File: config.mk
export PLATFORM = sky130hd
export DESIGN_NAME = stack_memory_responder
export DESIGN_NICKNAME = d
export VERILOG_FILES = /design/src/rtl/stack_memory_pkg.sv /design/src/rtl/stack_access_checker.sv /design/src/rtl/stack_memory_responder.sv
export SDC_FILE = /design/constraint.sdc
export NUM_CORES = 1
export LEC_CHECK = 0
export ABC_CLOCK_PERIOD_IN_PS = 5500
export CAP_MARGIN = 20
export CORE_UTILIZATION = 45
export CTS_BUF_LIST = sky130_fd_sc_hd__clkbuf_4 sky130_fd_sc_hd__clkbuf_8 sky130_fd_sc_hd__clkbuf_16
export DETAILED_ROUTE_END_ITERATION = 7
export PLACE_DENSITY = 0.86
export SETUP_SLACK_MARGIN = 0.5
export SYNTH_ARGS = -nofsm -noshare
export SYNTH_HDL_FRONTEND = slang
export SYNTH_SLANG_ARGS = --single-unit
File: constraint.sdc
create_clock -name clock -period 5.5 [get_ports clock]
set_input_delay 0.55 -clock clock [delete_from_list [all_inputs] [get_ports clock]]
set_output_delay 0.55 -clock clock [all_outputs]
set_load 0.03 [all_outputs]
File: src/rtl/stack_memory_pkg.sv
// Shared encodings for the stack memory responder: op codes, fault codes, FSM states, default stack windows.
package stack_memory_pkg;

    localparam logic [1:0] OP_LOAD  = 2'b00;
    localparam logic [1:0] OP_STORE = 2'b01;
    localparam logic [1:0] OP_PUSH  = 2'b10;
    localparam logic [1:0] OP_POP   = 2'b11;

    localparam logic [1:0] FLT_NONE      = 2'd0;
    localparam logic [1:0] FLT_OVERFLOW  = 2'd1;
    localparam logic [1:0] FLT_UNDERFLOW = 2'd2;
    localparam logic [1:0] FLT_PRIV      = 2'd3;

    localparam logic [1:0] ST_IDLE    = 2'd0;
    localparam logic [1:0] ST_ISSUE   = 2'd1;
    localparam logic [1:0] ST_WAIT    = 2'd2;
    localparam logic [1:0] ST_RESPOND = 2'd3;

    localparam int unsigned DEF_KERNEL_STACK_TOP    = 4096;
    localparam int unsigned DEF_KERNEL_STACK_BOTTOM = 6143;
    localparam int unsigned DEF_USER_STACK_TOP      = 6144;
    localparam int unsigned DEF_USER_STACK_BOTTOM   = 8191;

    function automatic logic op_is_write(input logic [1:0] op);
        return (op == OP_STORE) || (op == OP_PUSH);
    endfunction

    // PUSH and POP share the upper encoding bit.
    function automatic logic op_is_stack(input logic [1:0] op);
        return op[1];
    endfunction

endpackage

File: src/rtl/stack_access_checker.sv
// Combinational access classifier: privilege, then stack overflow, then stack underflow.
module stack_access_checker
    import stack_memory_pkg::*;
#(
    parameter int unsigned ADDR_WIDTH          = 32,
    parameter int unsigned KERNEL_STACK_TOP    = DEF_KERNEL_STACK_TOP,
    parameter int unsigned KERNEL_STACK_BOTTOM = DEF_KERNEL_STACK_BOTTOM,
    parameter int unsigned USER_STACK_TOP      = DEF_USER_STACK_TOP,
    parameter int unsigned USER_STACK_BOTTOM   = DEF_USER_STACK_BOTTOM
) (
    input  logic [1:0]            op_i,
    input  logic [ADDR_WIDTH-1:0] address_i,
    input  logic                  is_kernel_i,
    output logic                  fault_o,
    output logic [1:0]            fault_code_o
);

    localparam logic [ADDR_WIDTH-1:0] K_TOP = ADDR_WIDTH'(KERNEL_STACK_TOP);
    localparam logic [ADDR_WIDTH-1:0] K_BOT = ADDR_WIDTH'(KERNEL_STACK_BOTTOM);
    localparam logic [ADDR_WIDTH-1:0] U_TOP = ADDR_WIDTH'(USER_STACK_TOP);
    localparam logic [ADDR_WIDTH-1:0] U_BOT = ADDR_WIDTH'(USER_STACK_BOTTOM);

    logic [ADDR_WIDTH-1:0] win_top, win_bot;
    logic                  in_kernel_win;

    assign win_top       = is_kernel_i ? K_TOP : U_TOP;
    assign win_bot       = is_kernel_i ? K_BOT : U_BOT;
    assign in_kernel_win = (address_i >= K_TOP) && (address_i <= K_BOT);

    always_comb begin
        fault_code_o = FLT_NONE;
        if (!is_kernel_i && in_kernel_win)
            fault_code_o = FLT_PRIV;
        else if (op_is_stack(op_i) && (address_i < win_top))
            fault_code_o = FLT_OVERFLOW;
        else if (op_is_stack(op_i) && (address_i > win_bot))
            fault_code_o = FLT_UNDERFLOW;
    end

    assign fault_o = (fault_code_o != FLT_NONE);

endmodule

File: src/rtl/stack_memory_responder.sv
// Data-memory responder: checks stack/privilege rules, drives a single-port sync RAM, answers via valid/ready.
// Optional STACK_WATERMARK_EN adds per-mode deepest-PUSH watermark outputs.
module stack_memory_responder
    import stack_memory_pkg::*;
#(
    parameter int unsigned ADDR_WIDTH          = 32,
    parameter int unsigned DATA_WIDTH          = 32,
    parameter int unsigned READ_LATENCY        = 1,
    parameter int unsigned KERNEL_STACK_TOP    = DEF_KERNEL_STACK_TOP,
    parameter int unsigned KERNEL_STACK_BOTTOM = DEF_KERNEL_STACK_BOTTOM,
    parameter int unsigned USER_STACK_TOP      = DEF_USER_STACK_TOP,
    parameter int unsigned USER_STACK_BOTTOM   = DEF_USER_STACK_BOTTOM
) (
    input  logic                  clock,
    input  logic                  reset,
    input  logic                  req_valid,
    output logic                  req_ready,
    input  logic [1:0]            req_op,
    input  logic [ADDR_WIDTH-1:0] req_address,
    input  logic [DATA_WIDTH-1:0] req_wdata,
    input  logic                  req_is_kernel,
    output logic                  resp_valid,
    input  logic                  resp_ready,
    output logic [DATA_WIDTH-1:0] resp_rdata,
    output logic                  resp_fault,
    output logic [1:0]            resp_fault_code,
    output logic [ADDR_WIDTH-1:0] mem_address,
    output logic [DATA_WIDTH-1:0] mem_wdata,
    output logic                  mem_write_enable,
    output logic                  mem_read_enable,
    input  logic [DATA_WIDTH-1:0] mem_rdata
`ifdef STACK_WATERMARK_EN
    ,
    output logic [ADDR_WIDTH-1:0] kernel_watermark,
    output logic [ADDR_WIDTH-1:0] user_watermark
`endif
);

    localparam logic [2:0] RL_CNT = 3'(READ_LATENCY);

    logic [1:0]            state_q, state_d;
    logic [1:0]            op_q, op_d;
    logic [2:0]            cnt_q, cnt_d;
    logic                  resp_valid_q, resp_valid_d;
    logic [DATA_WIDTH-1:0] rdata_q, rdata_d;
    logic                  fault_q, fault_d;
    logic [1:0]            code_q, code_d;
    logic [ADDR_WIDTH-1:0] mem_addr_q, mem_addr_d;
    logic [DATA_WIDTH-1:0] mem_wdata_q, mem_wdata_d;

    logic                  chk_fault;
    logic [1:0]            chk_code;

    stack_access_checker #(
        .ADDR_WIDTH          (ADDR_WIDTH),
        .KERNEL_STACK_TOP    (KERNEL_STACK_TOP),
        .KERNEL_STACK_BOTTOM (KERNEL_STACK_BOTTOM),
        .USER_STACK_TOP      (USER_STACK_TOP),
        .USER_STACK_BOTTOM   (USER_STACK_BOTTOM)
    ) u_checker (
        .op_i         (req_op),
        .address_i    (req_address),
        .is_kernel_i  (req_is_kernel),
        .fault_o      (chk_fault),
        .fault_code_o (chk_code)
    );

    always_comb begin
        state_d      = state_q;
        op_d         = op_q;
        cnt_d        = cnt_q;
        resp_valid_d = resp_valid_q;
        rdata_d      = rdata_q;
        fault_d      = fault_q;
        code_d       = code_q;
        mem_addr_d   = mem_addr_q;
        mem_wdata_d  = mem_wdata_q;
        case (state_q)
            ST_IDLE: begin
                if (req_valid) begin
                    op_d    = req_op;
                    rdata_d = '0;
                    fault_d = chk_fault;
                    code_d  = chk_code;
                    if (chk_fault) begin
                        resp_valid_d = 1'b1;
                        state_d      = ST_RESPOND;
                    end else begin
                        mem_addr_d = req_address;
                        if (op_is_write(req_op))
                            mem_wdata_d = req_wdata;
                        state_d = ST_ISSUE;
                    end
                end
            end
            ST_ISSUE: begin
                if (op_is_write(op_q)) begin
                    resp_valid_d = 1'b1;
                    state_d      = ST_RESPOND;
                end else begin
                    cnt_d   = RL_CNT;
                    state_d = ST_WAIT;
                end
            end
            ST_WAIT: begin
                cnt_d = cnt_q - 3'd1;
                // Counter hits zero this cycle: RAM data is valid now.
                if (cnt_q == 3'd1) begin
                    rdata_d      = mem_rdata;
                    resp_valid_d = 1'b1;
                    state_d      = ST_RESPOND;
                end
            end
            ST_RESPOND: begin
                if (resp_ready) begin
                    resp_valid_d = 1'b0;
                    state_d      = ST_IDLE;
                end
            end
            default: state_d = ST_IDLE;
        endcase
    end

    always_ff @(posedge clock or negedge reset) begin
        if (!reset) begin
            state_q      <= ST_IDLE;
            op_q         <= OP_LOAD;
            cnt_q        <= '0;
            resp_valid_q <= 1'b0;
            rdata_q      <= '0;
            fault_q      <= 1'b0;
            code_q       <= FLT_NONE;
            mem_addr_q   <= '0;
            mem_wdata_q  <= '0;
        end else begin
            state_q      <= state_d;
            op_q         <= op_d;
            cnt_q        <= cnt_d;
            resp_valid_q <= resp_valid_d;
            rdata_q      <= rdata_d;
            fault_q      <= fault_d;
            code_q       <= code_d;
            mem_addr_q   <= mem_addr_d;
            mem_wdata_q  <= mem_wdata_d;
        end
    end

    // Strobes decode from state so an async reset drops them at once.
    assign mem_write_enable = (state_q == ST_ISSUE) &&  op_is_write(op_q);
    assign mem_read_enable  = (state_q == ST_ISSUE) && !op_is_write(op_q);
    assign req_ready        = (state_q == ST_IDLE);
    assign mem_address      = mem_addr_q;
    assign mem_wdata        = mem_wdata_q;
    assign resp_valid       = resp_valid_q;
    assign resp_rdata       = rdata_q;
    assign resp_fault       = fault_q;
    assign resp_fault_code  = code_q;

`ifdef STACK_WATERMARK_EN
    localparam logic [ADDR_WIDTH-1:0] K_WM_RST = ADDR_WIDTH'(KERNEL_STACK_BOTTOM + 1);
    localparam logic [ADDR_WIDTH-1:0] U_WM_RST = ADDR_WIDTH'(USER_STACK_BOTTOM + 1);

    logic                  kern_q;
    logic [ADDR_WIDTH-1:0] kwm_q, uwm_q;

    // Only clean requests reach ISSUE, so faulting PUSHes never move a watermark.
    always_ff @(posedge clock or negedge reset) begin
        if (!reset) begin
            kern_q <= 1'b0;
            kwm_q  <= K_WM_RST;
            uwm_q  <= U_WM_RST;
        end else begin
            if (req_ready && req_valid)
                kern_q <= req_is_kernel;
            if ((state_q == ST_ISSUE) && (op_q == OP_PUSH)) begin
                if (kern_q && (mem_addr_q < kwm_q))
                    kwm_q <= mem_addr_q;
                if (!kern_q && (mem_addr_q < uwm_q))
                    uwm_q <= mem_addr_q;
            end
        end
    end

    assign kernel_watermark = kwm_q;
    assign user_watermark   = uwm_q;
`endif

endmodule

==> impl_metrics.ini <==
[grt]
grt_pass1_vias = 3705
antenna_found_initial = 0
grt_max_degree = 73
track_usage = 0.2252
grt_overflow_total = 0
grt_pass1_wl_um = 17770

[power_and_ir_drop]
p_sw_frac = 0.4252
p_sw_mw = 1.819
powerDensity_mw_per_mm2 = 627.1
clock_power_share = 0.113
ir_drop_mv = 0.3381
p_leak_nw = 2.860
pwr-share-seq = 0.323
power.total_mw = 4.278
pwr-share-comb = 0.564
intPower_mw = 2.459

[sta]
finalMaxSlewViolations = 0
whs_ns = 0.1259
worst_slew_pin_slew_ns = 1.009
finalHoldViolCount = 0
setup_viol = 0
fmax_mhz = 310.6
post-route-min-period_ns = 3.219
grt_setup_unrepaired = no
fin_skew_ns = 0.009949
relSlewSlack = 0.3272
setup_tns_ns = 0
finalCritPeriodShare = 0.5854

[placed_design]
place.gp.congestion = 0.7622
io_buffers = 205
dpl.hpwl_um = 8523

[route]
wl_per_cell_um = 16.04
maxUsedRoutingLayer = met4
wl_met3_um = 791
dr_wl_met2_um = 5821
via_per_inst = 4.983
drc = 0
drtAntennaViolNets = 0
dr.first_iter.drc_count = 156
num_vias = 3483
firstDrtPassIters = 4
wl_met1_um = 4293
wl_um = 11210

[worst_setup_path]
crit_type = in -> reg
crit_family = simple AND/OR/NAND/NOR gates
crit_slowest_cell = o22ai_4
worst-path-buf-inv = 1
critPathRequiredTime_ns = 5.74
cp_max_fo = 32
cp-end-kind = register
path_cells = clkdlybuf4s50_1, nor4_1, nand4_1, or4_4, o22ai_4, mux2_2
max_stage_delay_ns = 0.77
cp-start-kind = primary input
critPathArrivalTime_ns = 3.46

[logic_synthesis]
synth-seq-area-share = 0.6020
synth.most_common_cell = dfrtp_1
yosys.area.top_type = dfrtp_1
synth_seq_cells = 107
synthDominantCellAreaShare = 0.6020
syn_inst = 364
synth_common_cells = 107 x dfrtp_1, 73 x nand2_1, 65 x mux2_2
synthesis.nets = 475
synthesis.area_mm2 = 0.004448
synth-warning-count = 0
synth_edf_count = 0
synthTopCellsByArea = dfrtp_1 60%, mux2_2 16%, nand2_1 6.2%
synth_area_per_cell_um2 = 12.22
synth.distinct_cells = 41
async_flop_share = 1.000
synth_ff_type = dfrtp_1

[die]
initial_core_util = 0.4724
core.rowCount = 35
dieHeight_um = 101.4
die_w_um = 101.4
num_io_pins = 206
core_area_mm2 = 0.009415
die-area_mm2 = 0.01029

[clocking]
path_clk_slew_ns = 0.10
cts_max_path_buffers = 2
cts_tree = done
cts_setup_buffers = 0
ctsResizeCount = 0
ctsHoldBuffers = 0
cts_buffers = 9
insertion_delay_ns = 0.35
htree_levels = 3
clock-sinks = 107
cts_root_buf = clkbuf_8

[final_layout]
nNetsFinal = 677
multi_input_area_mm2 = 0.001653
drive_above_1_share = 0.1632
area_growth_pct = 53.36
regArea_mm2 = 0.002678
n_antenna_cell = 0
fillers = 675

[outcome]
outcome = complete, no violations

[hold_path]
hp-class = in -> async

[job]
cap_viol_max_count = 0
==> path summary, 6_finish.rpt <==
kind / start / end / slack [ns] / cells after the start
max in group asynchronous: reset / cnt_q[1]$_DFFE_PN0P_ / 4.10 / 2
min in group clock: resp_rdata[13]$_DFFE_PN0P_ / resp_rdata[13]$_DFFE_PN0P_ / 0.49 / 2
setup reg to reg: state_q[0]$_DFFE_PN0P_ / mem_wdata[3]$_DFFE_PN0P_ / 2.33 / 7
hold reg to reg: resp_rdata[13]$_DFFE_PN0P_ / resp_rdata[13]$_DFFE_PN0P_ / 0.49 / 2
setup / recovery: req_address[23] / mem_wdata[3]$_DFFE_PN0P_ / 2.28 / 6
hold / removal: reset / resp_rdata[24]$_DFFE_PN0P_ / 0.13 / 1
==> metal layers <==
metal	track usage	up-vias
met4	0.08361	0
met5	0	-
li1	-	1660
met2	0.4040	136
met1	0.2592	1663
met3	0.05797	24
==> area by class of cell <==
| type | instances | area share |
|---|---|---|
| sequential | 107 | 0.3925 |
| timing repair buffer | 209 | 0.3078 |
| multi-input combinational | 231 | 0.2423 |
| tap | 129 | 0.02366 |
| clock buffer | 12 | 0.02238 |
| clock inverter | 3 | 0.006970 |
| inverter | 8 | 0.004402 |
==> power by group through the flow <==
stage / clock (mW) / sequential [mW] / combinational [mW]
after floorplan: 0 / 2.11 / 0.642
after global placement: 0 / 1.37 / 2.33
after detailed placement: 0 / 1.40 / 2.42
after CTS: 0.505 / 1.39 / 2.43
after global routing: 0.534 / 1.43 / 2.55
final: 0.485 / 1.38 / 2.41
==> state kept, by name, summed over array words and instances (netlist names) <==
register and cells:
mem_address 32, mem_wdata 32, resp_rdata 32, cnt_q 3
op_q 2, resp_fault_code 2, state_q 2, resp_fault 1
resp_valid 1
==> cell families after synthesis <==
| group | count (synthesis) | share of synthesized area |
|---|---|---|
| xor+xnor | 1 | 0.001969 |
| fa+ha+maj | 8 | 0.02250 |
| buf+inv | 26 | 0.02897 |
| flops | 107 | 0.6020 |
| simple gates | 103 | 0.1060 |
| mux | 66 | 0.1668 |
| compound gates | 53 | 0.07173 |
==> through the flow <==
stage,cells,setup WS (ns),cell area [µm²],utilization
after floorplan,364,2.873,4448,-
after global placement,683,1.932,6594,0.7003
after detailed placement,684,1.933,6621,0.7033
after CTS,699,2.311,6822,0.7245
after global routing,699,2.146,6822,0.7245
final,699,2.281,6822,0.7245
==> layout by cell type, fill, tap and decap left out, types with 2 or more instances in the layout <==
| cell | count |
|---|---|
| nor2b_1 | 2 |
| mux2_2 | 65 |
| a21oi_1 | 2 |
| nand3_1 | 3 |
| nand2b_1 | 3 |
| clkbuf_8 | 10 |
| nand2_1 | 73 |
| and2_1 | 2 |
| o21ai_0 | 38 |
| nor2_1 | 2 |
| clkbuf_4 | 2 |
| buf_4 | 4 |
| a31oi_1 | 2 |
| dfrtp_1 | 107 |
| ha_1 | 8 |
| nand4_1 | 5 |
| nand3b_1 | 2 |
| clkdlybuf4s50_1 | 204 |
| and3_1 | 2 |
| nor4_1 | 3 |
| inv_1 | 8 |
Power figures use the tool's default switching activity.
